## src/rtl/mmc3_scanline_irq.sv

```systemverilog
`default_nettype none
// ============================================================================
// Module   : mmc3_scanline_irq
// Brief    : MMC3-class scanline IRQ. Filters PPU A12 and counts scanlines
//            with an 8-bit reloadable down-counter. Active-low IRQ output.
// Revision : 1.0 - initial release
// ============================================================================
module mmc3_scanline_irq #(
    parameter int FILTER_M2     = 3,
    parameter int NEW_BEHAVIOUR = 1
) (
    input  logic       m2,
    input  logic       reset,
    input  logic       ppu_a12,
    input  logic       reg_we,
    input  logic [1:0] reg_sel,
    input  logic [7:0] reg_data,
    output logic       irq,
    output logic [7:0] counter_dbg
);

    localparam int c_low_w = (FILTER_M2 < 1) ? 1 : $clog2(FILTER_M2 + 1);
    localparam logic [c_low_w-1:0] c_low_max = c_low_w'(FILTER_M2);

    localparam logic [1:0] c_sel_latch   = 2'd0;
    localparam logic [1:0] c_sel_reload  = 2'd1;
    localparam logic [1:0] c_sel_disable = 2'd2;
    localparam logic [1:0] c_sel_enable  = 2'd3;

    logic               r_sync1;
    logic               r_a12_s;
    logic               r_a12_prev;
    logic [c_low_w-1:0] r_low_cnt;
    logic [7:0]         r_latch;
    logic [7:0]         r_counter;
    logic               r_reload_flag;
    logic               r_enabled;
    logic               r_pending;
    logic               r_irq;

    logic               w_a12_clk;
    logic               w_take_clk;
    logic               w_fire;
    logic [7:0]         w_clk_counter;
    logic [c_low_w-1:0] w_low_cnt_nxt;
    logic [7:0]         w_latch_nxt;
    logic [7:0]         w_counter_nxt;
    logic               w_reload_nxt;
    logic               w_enabled_nxt;
    logic               w_pending_nxt;

    // Qualification uses the low count accumulated before this cycle's clear.
    assign w_a12_clk     = !r_a12_prev && r_a12_s && (r_low_cnt >= c_low_max);
    assign w_take_clk    = w_a12_clk && !(reg_we && (reg_sel == c_sel_reload));
    assign w_clk_counter = ((r_counter == 8'd0) || r_reload_flag) ? r_latch
                                                                  : (r_counter - 8'd1);

    generate
        if (NEW_BEHAVIOUR != 0) begin : g_new_irq
            assign w_fire = w_take_clk && r_enabled && (w_clk_counter == 8'd0);
        end else begin : g_old_irq
            assign w_fire = w_take_clk && r_enabled && (w_clk_counter == 8'd0)
                            && ((r_counter == 8'd1) || r_reload_flag);
        end
    endgenerate

    always_comb begin
        w_low_cnt_nxt = r_low_cnt;
        w_latch_nxt   = r_latch;
        w_counter_nxt = r_counter;
        w_reload_nxt  = r_reload_flag;
        w_enabled_nxt = r_enabled;
        w_pending_nxt = r_pending;

        if (r_a12_s) begin
            w_low_cnt_nxt = '0;
        end else if (r_low_cnt != c_low_max) begin
            w_low_cnt_nxt = r_low_cnt + 1'b1;
        end

        if (w_take_clk) begin
            w_counter_nxt = w_clk_counter;
            w_reload_nxt  = 1'b0;
        end
        if (w_fire) begin
            w_pending_nxt = 1'b1;
        end

        // Register writes are applied last so they override the clock event.
        if (reg_we) begin
            case (reg_sel)
                c_sel_latch: begin
                    w_latch_nxt = reg_data;
                end
                c_sel_reload: begin
                    w_counter_nxt = 8'd0;
                    w_reload_nxt  = 1'b1;
                end
                c_sel_disable: begin
                    w_enabled_nxt = 1'b0;
                    w_pending_nxt = 1'b0;
                end
                c_sel_enable: begin
                    w_enabled_nxt = 1'b1;
                end
                default: begin
                    w_latch_nxt = r_latch;
                end
            endcase
        end
    end

    always_ff @(posedge m2 or posedge reset) begin
        if (reset) begin
            r_sync1       <= 1'b0;
            r_a12_s       <= 1'b0;
            r_a12_prev    <= 1'b0;
            r_low_cnt     <= '0;
            r_latch       <= 8'd0;
            r_counter     <= 8'd0;
            r_reload_flag <= 1'b0;
            r_enabled     <= 1'b0;
            r_pending     <= 1'b0;
            r_irq         <= 1'b1;
        end else begin
            r_sync1       <= ppu_a12;
            r_a12_s       <= r_sync1;
            r_a12_prev    <= r_a12_s;
            r_low_cnt     <= w_low_cnt_nxt;
            r_latch       <= w_latch_nxt;
            r_counter     <= w_counter_nxt;
            r_reload_flag <= w_reload_nxt;
            r_enabled     <= w_enabled_nxt;
            r_pending     <= w_pending_nxt;
            r_irq         <= ~r_pending;
        end
    end

    assign irq         = r_irq;
    assign counter_dbg = r_counter;

endmodule
`default_nettype wire

```

## config.mk

```make
export PLATFORM = sky130hd
export DESIGN_NAME = mmc3_scanline_irq
export DESIGN_NICKNAME = d
export VERILOG_FILES = /design/src/rtl/mmc3_scanline_irq.sv
export SDC_FILE = /design/constraint.sdc
export NUM_CORES = 1
export LEC_CHECK = 0
export ABC_AREA = 1
export CAP_MARGIN = 0
export CORE_ASPECT_RATIO = 1.5
export CORE_UTILIZATION = 51
export CTS_CLUSTER_DIAMETER = 60
export DETAILED_ROUTE_END_ITERATION = 6
export PLACE_DENSITY = 0.78
export SETUP_SLACK_MARGIN = 0.05
export SLEW_MARGIN = 15
export SYNTH_ARGS = -nofsm -noshare
export SYNTH_HDL_FRONTEND = slang
export SYNTH_SLANG_ARGS = --single-unit
```

## constraint.sdc

```tcl
create_clock -name m2 -period 1.85 [get_ports m2]
set_input_delay 0.2775 -clock m2 [delete_from_list [all_inputs] [get_ports m2]]
set_output_delay 0.2775 -clock m2 [all_outputs]
set_load 0.05 [all_outputs]
```

# Word-level counts from Yosys, hierarchy flattened
# Index checks and enable logic that the tools add are counted.
[classes] n_bitwise=1 add_sub_neg=2 n_eq_ne=4 n_reduce_logical=16 mux=13 order_cmp=1
[ops] operator="$mux W8" n=4
[ops] operator="$logic_not A8 Y1" n=2
[ops] operator="$sub A8 B1 Y8 const B" n=1
[ops] operator="$logic_and A1 B1 Y1" n=6
[ops] operator="$mux W1" n=6
[ops] operator="$eq A2 B2 Y1 const B" n=2
[ops] operator="$mux W2" n=2
[ops] operator="$reduce_and A2 Y1" n=2
[ops] operator="$reduce_bool A2 Y1" n=2
[ops] operator="$add A2 B1 Y2 const B" n=1
[ops] operator="$eq A2 B1 Y1 const B" n=1
[ops] operator="$ge A2 B2 Y1 const B" n=1
[ops] operator="$logic_not A1 Y1" n=2
[ops] operator="$logic_not A2 Y1" n=1
[ops] operator="$ne A2 B2 Y1 const B" n=1
[ops] operator="$pmux W1 S2" n=1
[ops] operator="$logic_or A1 B1 Y1" n=1
[ops] operator="$not A1 Y1" n=1
[totals] in_bits=14 elab_cells=47 out_inout_bits=9 register_bits=25

# Logic depth before layout (Yosys ltp)
[depth] ltp_word=9 ltp_mapped=13

# Least setup slack after synthesis
# OpenSTA, ideal clock, no wires.
[synth_path] path_type="reg-to-reg" startpoint="register r_counter[0] (netlist: counter_dbg[0])" endpoint="register r_pending" required_ns=1.777 arrival_time_ns=1.838 path_buffers=0 path_slack_ns=-0.061 path_stages_with_launch=14 path_cell_list="dfrtp_1 -> inv_1 -> ha_1 -> nand2_1 -> nor2_1 -> nand2_1 -> nand2_2 -> nand2_1 -> nand2_1 -> nor2_2 -> nand2_1 -> nor2_1 -> nand2_1 -> a21oi_2"
[synth_between] elab_chain_len=8 elab_cells_between_ends=9 classes_between="add/sub: 1; mux: 4; reduce/logical: 4"
[synth_lines] item="start: declaration" line="35" source="logic [7:0] r_counter;"
[synth_lines] item="start signal: assignment" line="131" source="r_counter <= w_counter_nxt;"
[synth_lines] item="parallel branches: the longest is 2 deep, another holds $sub A8 B1 Y8"
[synth_lines] item="$mux W8 (*)" line="55" source="assign w_clk_counter = ((r_counter == 8'd0) || r_reload_flag) ? r_latch"
[synth_lines] item="$logic_not A8 Y1 (*)" line="60" source="assign w_fire = w_take_clk && r_enabled && (w_clk_counter == 8'd0);"
[synth_lines] item="$logic_and A1 B1 Y1 (*)" line="60"
[synth_lines] item="$mux W1 (*)" line="85" source="if (w_fire) begin"
[synth_lines] item="$mux W1" line="91" source="case (reg_sel)"
[synth_lines] item="$mux W1 (*)" line="90" source="if (reg_we) begin"
[synth_lines] item="via w_pending_nxt" line="50" source="logic w_pending_nxt;"
[synth_lines] item="end signal: assignment" line="134" source="r_pending <= w_pending_nxt;"
[synth_lines] item="end: declaration" line="38" source="logic r_pending;"
# Mark *: on every way through the listed nets, which the timed path passes.
# A chain may end at the register's enable or synchronous reset.

# Final worst setup path
[layout_path] startpoint="register r_counter[1] (netlist: counter_dbg[1])" endpoint="register r_pending"
# Same word-level chain as after synthesis.

==> qor.txt <==
internal power - 1.113 mW
# H-tree levels - 1
Slew Limit Fails - 0
placed cells - 211
via count - 1175
Initial Util - 0.5363
sequential-to-total area share from yosys stat - 0.4771
largest net degree at the start of global routing - 26
number of buffers created by CTS - 3
Fin Setup TNS - 0 ps
crit start category - flop
vias in the first global route - 1114
Final setup viols - 0
worst-path maximum fanout - 7
GPL Wtd Cong - 0.8697
count leader, synth - nand2_1
TritonCTS clock tree - yes
Max Fclk - 590.2 MHz
Synth-to-Final Area Change - 30.86%
list of most frequent post-synthesis cells - nand2_1, dfrtp_1, inv_1, nor2_1, nand3_1
max-cap violations - 0
I/O pin count - 23
Crit Path Class - flop to flop
Min Clock Period, post-route - 1694 ps
Die Span Y - 64.16 µm
GRT Util Overall - 0.2281
initial antenna violation count - 0
Pre-antenna DRT Iters - 6
port bufs - 22
Sw Share - 0.4437
Clock Pin Slew Worst Setup and Hold Paths - 130 ps
Yosys top cell area share - 0.4571
vias per std cell - 5.317
Max VDD drop - 0.6577 mV
Clock Skew - 4.118 ps
Tcrit/Tclk final - 0.9159
Final Hold Fails - 0
combinational share of power - 0.511
Layout Cells excl Fill - 221
RSZ-0062 raised after global routing - false
Std-Cell Rows - 22
share of synthesized registers carrying an async set or reset - 1.000
cells after synthesis - 161
Pwr per Cell Area - 1164 nW/µm²
synthesis-stage register bit count - 25
status - finished, violations left
Mapped Nets - 178
worst hold path class - input port to async pin
CTS Buffer Depth - 2
failing checks - DRC
fin nets - 215
Total Wirelength - 2.908 mm
leakage power - 0.9051 nW
core area - 2450 µm²
clock share of power - 0.119
P_sw - 0.8878 mW
Seq pwr share - 0.370
Synth area leaders - dfrtp_1, nand2_1, inv_1
initial DRC count - 29
largest area contributor in the netlist - dfrtp_1
WP data required - 2060 ps
Slew @ Worst Pin - 498.5 ps
Avg Cell Area, Syn - 8.160 µm²
Main synth FF type - dfrtp_1
number of diodes - 0
post-synth design cell area - 1314 µm²
first-pass GRT wire length - 4.754 mm
DRC - 5
grt total ovfl - 0
chip width - 43.44 µm
Final ANT Viol Nets - 0
Root Driver - clkbuf_4
layout cells sized above 1 - 0.2893
synth warn - 0
critical path arrival - 1910 ps
hpwl dp - 2.133 mm
CP Capture Type - flop
Skew-Pair Late Insertion Delay - 320 ps
EDFF count, synth - 0
Worst slew margin - 0.6690
Yosys cell types - 26
Die ar. - 2787 µm²
WL/cell - 13.16 µm
Num Clock Sinks - 25
# fillers - 203
[cells by family (layout without fill, tap and decap cells)]
family,after synthesis,after routing,synth area share
muxes,4,4,0.03428
and+or+nand+nor,80,80,0.2686
AOI/OAI and AO/OA,20,20,0.09714
buffers and inverters,27,63,0.08095
adders and majority gates,3,3,0.02857
xor gates and xnor gates,2,2,0.01334
DFF,25,25,0.4771
[power groups by stage]
stage	clock network, mW	registers, mW	logic [mW]
after floorplan	0	0.867	0.497
after global placement	0	0.740	0.848
after detailed placement	0	0.745	0.861
after CTS	0.249	0.735	0.850
after global routing	0.261	0.756	1.12
final	0.238	0.741	1.02
[flip-flops by register name (all words and copies together), names as in the netlist]
signal	count
r_reload_flag	1
r_a12_s	1
r_sync1	1
r_pending	1
counter_dbg	8
r_a12_prev	1
irq	1
r_enabled	1
r_latch	8
r_low_cnt	2
[worst max-delay path, stage by stage (launching register included)]
cell	delay, ps
dfrtp_2	460
inv_2	90
ha_4	140
nand2_2	60
nor2_2	140
nand2_2	90
nand2_4	110
buf_4	120
nand2_1	50
nand2_1	80
inv_1	50
nand2_1	60
nor2_1	40
nand2_1	70
a21oi_2	60
[cells in the final DEF (no fill, tap or decap), drive strengths merged]
cell type / count
xnor2: 1
nand3b: 1
o211ai: 8
clkinv: 2
buf: 16
clkdlybuf4s50: 13
dlygate4sd2: 4
dfrtp: 24
nand3: 9
nand2: 44
and2: 1
a21oi: 6
clkbuf: 3
nor3: 1
o21ai: 6
mux2: 4
nand4: 1
inv: 25
nor2: 23
dfstp: 1
xor2: 1
ha: 3
[cell type report]
type	instances	area, µm²	area share
multi-input combinational	109	639.4	0.3719
sequential	25	630.6	0.3668
timing repair buffer	33	289.0	0.1681
inverter	26	102.6	0.05968
tap	24	30.03	0.01747
clock buffer	3	22.52	0.01310
clock inverter	1	5.005	0.002911
[layer usage]
layer / GRT usage / up-vias / wire, µm
li1: - / 582 / -
met1: 0.2611 / 548 / 1126
met2: 0.4053 / 31 / 1563
met3: 0.02260 / 14 / 95
met4: 0.1172 / 0 / 123
met5: 0 / - / 0
[path summary, 6_finish.rpt]
| kind | to | startpoint | depth (start not counted) | slack (ps) |
|---|---|---|---|---|
| setup / recovery | r_pending$_DFF_PP0_ | counter_dbg[1]$_DFF_PP0_ | 14 | 160 |
| hold / removal | r_low_cnt[0]$_DFFE_PP0P_ | reset | 3 | 290 |
| setup reg to reg | r_pending$_DFF_PP0_ | counter_dbg[1]$_DFF_PP0_ | 14 | 160 |
| hold reg to reg | r_a12_s$_DFF_PP0_ | r_sync1$_DFF_PP0_ | 0 | 370 |
| max in group asynchronous | irq$_DFF_PP1_ | reset | 3 | 1270 |
| min in group m2 | r_a12_s$_DFF_PP0_ | r_sync1$_DFF_PP0_ | 0 | 370 |
[metrics by stage]
| stage | power [mW] | worst slack (ps) | utilization | area (µm²) | hold WS [ps] |
|---|---|---|---|---|---|
| global placement | 1.588 | 169.3 | 0.6481 | 1588 | 339.5 |
| finish | 2.001 | 155.7 | 0.7017 | 1719 | 287.8 |
| CTS | 1.834 | 109.2 | 0.6573 | 1610 | 295.9 |
| detailed placement | 1.607 | 141.6 | 0.6481 | 1588 | 344.2 |
| floorplan | 1.365 | 112.9 | - | 1316 | 303.9 |
| global route | 2.138 | 34.12 | 0.7017 | 1719 | 323.4 |
[what timing repair did]
item,4_1_cts,5_1_grt
setup buffers,0,6
endpoints found under the setup margin,4,1
gates resized for setup,4,21
endpoints found under the hold margin,0,0
gates cloned,0,0
hold buffers,0,0
pin swaps,0,11
Power figures use the tool's default switching activity.
